<file path="src/rtl/tlb_op_ctrl_pkg.sv">
`default_nettype none
// ============================================================================
// Module      : tlb_op_ctrl_pkg
// Description : Shared TLB-instruction encodings, FSM states and bus widths
// Revision    : 1.0 - initial release
// ============================================================================
package tlb_op_ctrl_pkg;

  // Width of one TLB entry as returned by a TLB read
  localparam int TLB_RD_WD    = 64;
  // tlbrd bus = {wen, e, data}
  localparam int TLBRD_BUS_WD = 2 + TLB_RD_WD;

  // TLB instruction op_code encodings; 5..7 are reserved
  localparam logic [2:0] C_OP_SRCH = 3'd0;
  localparam logic [2:0] C_OP_RD   = 3'd1;
  localparam logic [2:0] C_OP_WR   = 3'd2;
  localparam logic [2:0] C_OP_FILL = 3'd3;
  localparam logic [2:0] C_OP_INV  = 3'd4;

  // Largest legal INVTLB op value
  localparam logic [4:0] C_INV_OP_MAX = 5'd6;
  // ESTAT.Ecode value marking a TLB refill exception
  localparam logic [5:0] C_ECODE_TLBR = 6'h3F;

  typedef enum logic [2:0] {
    ST_IDLE = 3'd0,
    ST_SRCH = 3'd1,
    ST_RD   = 3'd2,
    ST_WR   = 3'd3,
    ST_INV  = 3'd4,
    ST_DONE = 3'd5
  } state_e;

  // tlbsrh bus = {wen, ne, index}
  function automatic int tlbsrh_bus_wd(input int idxw);
    return 2 + idxw;
  endfunction

endpackage
`default_nettype wire

</file>
<file path="src/rtl/tlb_op_ctrl_fill_ctr.sv">
`default_nettype none
// ============================================================================
// Module      : tlb_fill_ctr
// Description : Free-running TLBFILL victim pointer, wraps TLBNUM-1 -> 0
// Revision    : 1.0 - initial release
// ============================================================================
module tlb_fill_ctr #(
  parameter  int TLBNUM = 16,
  localparam int IDXW   = $clog2(TLBNUM)
) (
  input  logic            clk,
  input  logic            resetn,
  output logic [IDXW-1:0] o_fill_ptr
);

  logic [IDXW-1:0] r_ptr;

  // Advance every cycle; explicit wrap keeps non-power-of-two TLBNUM legal
  always_ff @(posedge clk or negedge resetn) begin
    if (!resetn) begin
      r_ptr <= '0;
    end else if (r_ptr == IDXW'(TLBNUM - 1)) begin
      r_ptr <= '0;
    end else begin
      r_ptr <= r_ptr + IDXW'(1);
    end
  end

  assign o_fill_ptr = r_ptr;

endmodule
`default_nettype wire

</file>
<file path="src/rtl/tlb_op_ctrl.sv">
`default_nettype none
// ============================================================================
// Module      : tlb_op_ctrl
// Description : Sequencer for TLBSRCH/TLBRD/TLBWR/TLBFILL/INVTLB from WB
// Revision    : 1.0 - initial release
// ============================================================================
module tlb_op_ctrl
  import tlb_op_ctrl_pkg::*;
#(
  parameter  int TLBNUM = 16,
  localparam int IDXW   = $clog2(TLBNUM)
) (
  input  logic                     clk,
  input  logic                     resetn,
  // instruction handshake
  input  logic                     op_valid,
  output logic                     op_ready,
  input  logic [2:0]               op_code,
  input  logic [4:0]               inv_op,
  input  logic [9:0]               inv_asid,
  input  logic [18:0]              inv_va,
  // CSR fields
  input  logic [18:0]              csr_vppn,
  input  logic [9:0]               csr_asid,
  input  logic [IDXW-1:0]          csr_index,
  input  logic                     csr_ne,
  input  logic [5:0]               csr_ecode,
  // search port
  output logic [18:0]              s_vppn,
  output logic [9:0]               s_asid,
  input  logic                     s_found,
  input  logic [IDXW-1:0]          s_index,
  // read port
  output logic [IDXW-1:0]          r_index,
  input  logic                     r_e,
  input  logic [TLB_RD_WD-1:0]     r_data,
  // write port
  output logic                     w_en,
  output logic [IDXW-1:0]          w_index,
  output logic                     w_e,
  // invalidate port
  output logic                     inv_en,
  output logic [4:0]               inv_op_o,
  output logic [9:0]               inv_asid_o,
  output logic [18:0]              inv_va_o,
  // CSR update buses
  output logic [IDXW+1:0]          tlbsrh_to_csr_bus,
  output logic [TLBRD_BUS_WD-1:0]  tlbrd_to_csr_bus,
  // status
  output logic                     busy,
  output logic                     done,
  output logic                     refetch,
  output logic                     op_err
);

  state_e          r_state;
  state_e          w_state_nxt;
  logic            r_phase;
  logic            w_phase_nxt;

  logic [2:0]      r_op;
  logic [4:0]      r_inv_op;
  logic [9:0]      r_inv_asid;
  logic [18:0]     r_inv_va;
  logic [18:0]     r_csr_vppn;
  logic [9:0]      r_csr_asid;
  logic [IDXW-1:0] r_csr_index;
  logic            r_csr_ne;
  logic [5:0]      r_csr_ecode;
  logic [IDXW-1:0] r_fill_idx;

  logic [IDXW-1:0] w_fill_ptr;
  logic            w_accept;
  logic            w_srh_wen;
  logic            w_rd_wen;
  logic            w_inv_bad;
  logic            w_reserved;
  logic            w_err_op;
  logic            w_refetch_op;

  tlb_fill_ctr #(.TLBNUM(TLBNUM)) u_fill_ctr (
    .clk        (clk),
    .resetn     (resetn),
    .o_fill_ptr (w_fill_ptr)
  );

  assign op_ready = (r_state == ST_IDLE);
  assign busy     = (r_state != ST_IDLE);
  assign w_accept = op_ready & op_valid;

  assign w_inv_bad    = (r_inv_op > C_INV_OP_MAX);
  assign w_reserved   = (r_op > C_OP_INV);
  assign w_err_op     = w_reserved | ((r_op == C_OP_INV) & w_inv_bad);
  assign w_refetch_op = (r_op != C_OP_SRCH) & ~w_reserved;

  // Operands are captured only on accept, so later input changes cannot leak in
  always_ff @(posedge clk or negedge resetn) begin
    if (!resetn) begin
      r_op        <= '0;
      r_inv_op    <= '0;
      r_inv_asid  <= '0;
      r_inv_va    <= '0;
      r_csr_vppn  <= '0;
      r_csr_asid  <= '0;
      r_csr_index <= '0;
      r_csr_ne    <= 1'b0;
      r_csr_ecode <= '0;
      r_fill_idx  <= '0;
    end else if (w_accept) begin
      r_op        <= op_code;
      r_inv_op    <= inv_op;
      r_inv_asid  <= inv_asid;
      r_inv_va    <= inv_va;
      r_csr_vppn  <= csr_vppn;
      r_csr_asid  <= csr_asid;
      r_csr_index <= csr_index;
      r_csr_ne    <= csr_ne;
      r_csr_ecode <= csr_ecode;
      r_fill_idx  <= w_fill_ptr;
    end
  end

  // State register; r_phase splits SRCH/RD into key cycle and result cycle
  always_ff @(posedge clk or negedge resetn) begin
    if (!resetn) begin
      r_state <= ST_IDLE;
      r_phase <= 1'b0;
    end else begin
      r_state <= w_state_nxt;
      r_phase <= w_phase_nxt;
    end
  end

  // Next-state and strobe decode; all strobes are Moore outputs of the state
  always_comb begin
    w_state_nxt = r_state;
    w_phase_nxt = 1'b0;
    w_srh_wen   = 1'b0;
    w_rd_wen    = 1'b0;
    w_en        = 1'b0;
    inv_en      = 1'b0;
    done        = 1'b0;
    refetch     = 1'b0;
    op_err      = 1'b0;
    case (r_state)
      ST_IDLE: begin
        if (op_valid) begin
          case (op_code)
            C_OP_SRCH:           w_state_nxt = ST_SRCH;
            C_OP_RD:             w_state_nxt = ST_RD;
            C_OP_WR, C_OP_FILL:  w_state_nxt = ST_WR;
            C_OP_INV:            w_state_nxt = ST_INV;
            default:             w_state_nxt = ST_DONE;
          endcase
        end
      end
      ST_SRCH: begin
        if (!r_phase) begin
          w_phase_nxt = 1'b1;
        end else begin
          w_srh_wen   = 1'b1;
          w_state_nxt = ST_DONE;
        end
      end
      ST_RD: begin
        if (!r_phase) begin
          w_phase_nxt = 1'b1;
        end else begin
          w_rd_wen    = 1'b1;
          w_state_nxt = ST_DONE;
        end
      end
      ST_WR: begin
        w_en        = 1'b1;
        w_state_nxt = ST_DONE;
      end
      ST_INV: begin
        inv_en      = ~w_inv_bad;
        w_state_nxt = ST_DONE;
      end
      ST_DONE: begin
        done        = 1'b1;
        refetch     = w_refetch_op;
        op_err      = w_err_op;
        w_state_nxt = ST_IDLE;
      end
      default: w_state_nxt = ST_IDLE;
    endcase
  end

  assign s_vppn     = r_csr_vppn;
  assign s_asid     = r_csr_asid;
  assign r_index    = r_csr_index;
  assign w_index    = (r_op == C_OP_FILL) ? r_fill_idx : r_csr_index;
  assign w_e        = (r_csr_ecode == C_ECODE_TLBR) | ~r_csr_ne;
  assign inv_op_o   = r_inv_op;
  assign inv_asid_o = r_inv_asid;
  assign inv_va_o   = r_inv_va;

  assign tlbsrh_to_csr_bus = {w_srh_wen, ~s_found, s_index};
  assign tlbrd_to_csr_bus  = {w_rd_wen, r_e, r_data};

endmodule
`default_nettype wire
</file>
<file path="config.mk">
export PLATFORM = sky130hd
export DESIGN_NAME = tlb_op_ctrl
export DESIGN_NICKNAME = d
export VERILOG_FILES = /design/src/rtl/tlb_op_ctrl_pkg.sv /design/src/rtl/tlb_op_ctrl_fill_ctr.sv /design/src/rtl/tlb_op_ctrl.sv
export SDC_FILE = /design/constraint.sdc
export NUM_CORES = 1
export LEC_CHECK = 0
export ABC_AREA = 0
export CORE_MARGIN = 8
export CORE_UTILIZATION = 33
export CTS_CLUSTER_DIAMETER = 50
export DETAILED_ROUTE_END_ITERATION = 8
export MAX_ROUTING_LAYER = met4
export PLACE_DENSITY = 0.87
export SLEW_MARGIN = 20
export SYNTH_ARGS = -nofsm -noshare
export SYNTH_HDL_FRONTEND = slang
export SYNTH_SLANG_ARGS = --single-unit
</file>
<file path="constraint.sdc">
create_clock -name clk -period 1.4 [get_ports clk]
set_input_delay 0.14 -clock clk [delete_from_list [all_inputs] [get_ports clk]]
set_output_delay 0.14 -clock clk [all_outputs]
set_load 0.01 [all_outputs]
</file>
==> flow_summary.yaml <==
critical_path:
  required_ns: 1.62
  r2r_setup_slack_ns: -0.29
  critPathLaunchType: "register"
  timing.rr.end: "inv_asid_o[1]"
  r2r_start: "r_state[0]"
  criticalPathCategory: "reg -> reg"
  end_kind: "register"
  worst_r2r_path_depth: 6
  cp.arrival_ns: 1.91
  crit_fanout: 6
route:
  vias: 2812
  first_pass_iters: 4
  wl_per_cell_um: 20.2
  viasPerCell: 4.52
  post-route-drc-count: 0
  drtIter0Drc: 89
  ant_nets: 0
  postRouteWirelength_um: 12600
sta:
  clock.fmax_mhz: 591
  setup_slack_ns: -0.291
  fin_worst_skew_ns: 0.00638
  rsz0062_at_grt: "true"
  period_share: 1.21
  hold_viol_final: 0
  period_needed_ns: 1.69
  tightest_slew_ns: 0.454
  drv_slew: 0
  setup_viol: 92
  fin_hold_ws_ns: 0.280
  fin_setup_tns_ns: -23.36
  slew_headroom: 0.697
yosys:
  synthTopCellsByCount: "dfrtp_1 (89), mux2_4 (80), buf_4 (71), buf_12 (9), nor2_1 (6)"
  syn_nets: 455
  yosysSeqAreaShare: 0.494
  ys_warn_count: 0
  synth_enable_flop_cells: 0
  synth_cell_types: 33
  ys.flop_type: "dfrtp_1"
  synth-seq-cells: 89
  postSynthCellCount: 303
  async_flop_share: 1.00
  synth_top_area_cell: "dfrtp_1"
  synthTopCellsByArea: "dfrtp_1 (49%), mux2_4 (27%), buf_4 (12%), buf_12 (4.0%), mux2_2 (1.2%)"
  synth.avg_cell_area_um2: 14.9
  synth_top_area_share: 0.494
  syn_area_mm2: 0.00451
  synth_most_common_cell: "dfrtp_1"
floorplan:
  die_width_um: 133
  core_area_mm2: 0.0133
  initial_core_util: 0.339
  ios: 301
  rows: 42
  die_h_um: 133
  die-area_mm2: 0.0177
place:
  dp_hpwl_um: 8080
  gp_congestion: 0.799
  port_buffers: 162
  pre_cts_ws_ns: -0.318
hold_path:
  hp-class: "in -> out"
  whs_path_depth: 0
  holdPathEnd: "tlbrd_to_csr_bus[55]"
  min_from: "r_data[55]"
power:
  peakVddDrop_v: 0.000939
  p_leak_uw: 0.00318
  p_total_uw: 14700
  p_per_area_mw_per_mm2: 2220
clock_tree:
  clock_latency_ns: 0.34
  cts-buffers-inserted: 9
  cts_tree: "built"
  clock-sinks: 89
  htreeDepth: 3
  cts_root_buf: "clkbuf_16"
  cts_buffer_depth: 2
  clkTransAtPathRegs_ns: 0.06
global_route:
  track_usage: 0.138
  grt_start_max_net_pins: 90
  antenna_found_initial: 0
  grt_pass1_wl_um: 18800
  grt_pass1_vias: 3240
  grt_overflow: 0
final_layout:
  fill_cells: 1109
  nets: 593
  syn2layout_area_growth_pct: 47.4
  antenna_cells: 0
  drive_above_1_share: 0.404
run:
  maxCapViolations: 0
outcome:
  violations: "setup timing"
  status: "complete, but fails checks"
-- how the worst max path moves through the flow --
stage,start,endpoint,depth (start not counted)
floorplan,r_state[2],inv_asid_o[0],6
global placement,r_state[0],tlbsrh_to_csr_bus[5],4
detailed placement,inv_op_o[0],inv_en,4
CTS,r_op[2],w_index[1],4
global route,r_op[2],w_index[0],4
finish,r_state[0],inv_asid_o[1],6
-- final cells by class --
class	count	area (µm²)	share of cell area
clock inverters	6	43.8	0.00659
inverters	5	18.8	0.00282
well taps	176	220	0.0331
repair buffers	210	2300	0.346
multi-input cells	126	1600	0.241
flip-flops and latches	89	2230	0.335
clock buffers	10	229	0.0345
-- worst max-delay path, cell delays in order (launching register included) --
cell	delay, ns
dfrtp_1	0.40
buf_6	0.14
nor3_4	0.18
and2_4	0.24
clkbuf_16	0.18
buf_16	0.13
mux2_4	0.30
-- per-stage QoR --
stage | instance area [µm²] | util | instances
6_report | 6640 | 0.500 | 622
3_3_place_gp | 5800 | 0.436 | 578
3_5_place_dp | 5800 | 0.436 | 578
2_1_floorplan | 4510 | - | 303
5_1_grt | 6640 | 0.500 | 622
4_1_cts | 6420 | 0.483 | 616
-- flip-flops by register name, indices dropped and copies added (netlist names), 4 cells and up --
name and cells:
r_fill_idx 4, inv_va_o 19, r_index 4, s_asid 10, r_csr_ecode 6, u_fill_ctr.o_fill_ptr 4
inv_asid_o 10, s_vppn 19, inv_op_o 5
-- cells in the final DEF, fill, tap and decap left out, types with 2 or more instances in the layout --
cell type        count
dfrtp_1             88
a211oi_1             2
inv_2                2
dlygate4sd2_1       40
inv_1                3
buf_16               5
mux2_4              81
clkinvlp_4           4
mux2_2               4
clkbuf_16           15
clkdlybuf4s50_1     83
dlymetal6s2s_1      23
nor3_4               2
buf_8                2
buf_6               20
clkbuf_2             2
o21ai_0              4
nand2_2              2
xnor2_1              2
buf_12               5
buf_2                2
nor2_1               4
nand2_1              2
a21oi_1              2
buf_4               21
-- per-layer routing --
metal	vias up	share of wire	track usage
met1	1374	0.41	0.155
met3	51	0.077	0.0443
met5	-	0	-
li1	1242	-	-
met2	145	0.49	0.216
met4	0	0.028	0.0707
-- logic make-up (layout without fill, tap and decap cells) --
kind of cell,Yosys count,count (layout),share of synthesized area
compound gates,15,15,0.0214
xor+xnor,3,3,0.00583
fa+ha+maj,2,2,0.00555
buf+inv,88,231,0.167
flops,89,89,0.494
mux,85,85,0.279
simple gates,21,21,0.0275
-- timing repair --
| action | 4_1_cts | 5_1_grt |
|---|---|---|
| hold endpoints to repair | 89 | 0 |
| pin swaps | 4 | 3 |
| hold buffers | 1 | 0 |
| cloned | 5 | 7 |
| endpoints found under the setup margin | 138 | 119 |
| gates resized for setup | 144 | 41 |
| setup buffers | 17 | 5 |
-- power by group --
part           total, µW  internal, µW  switching [µW]
combinational       7880          5020            2870
clock               2240          1210            1040
sequential          4620          3840             780
Note: power is estimated with default switching activity, not from simulation.
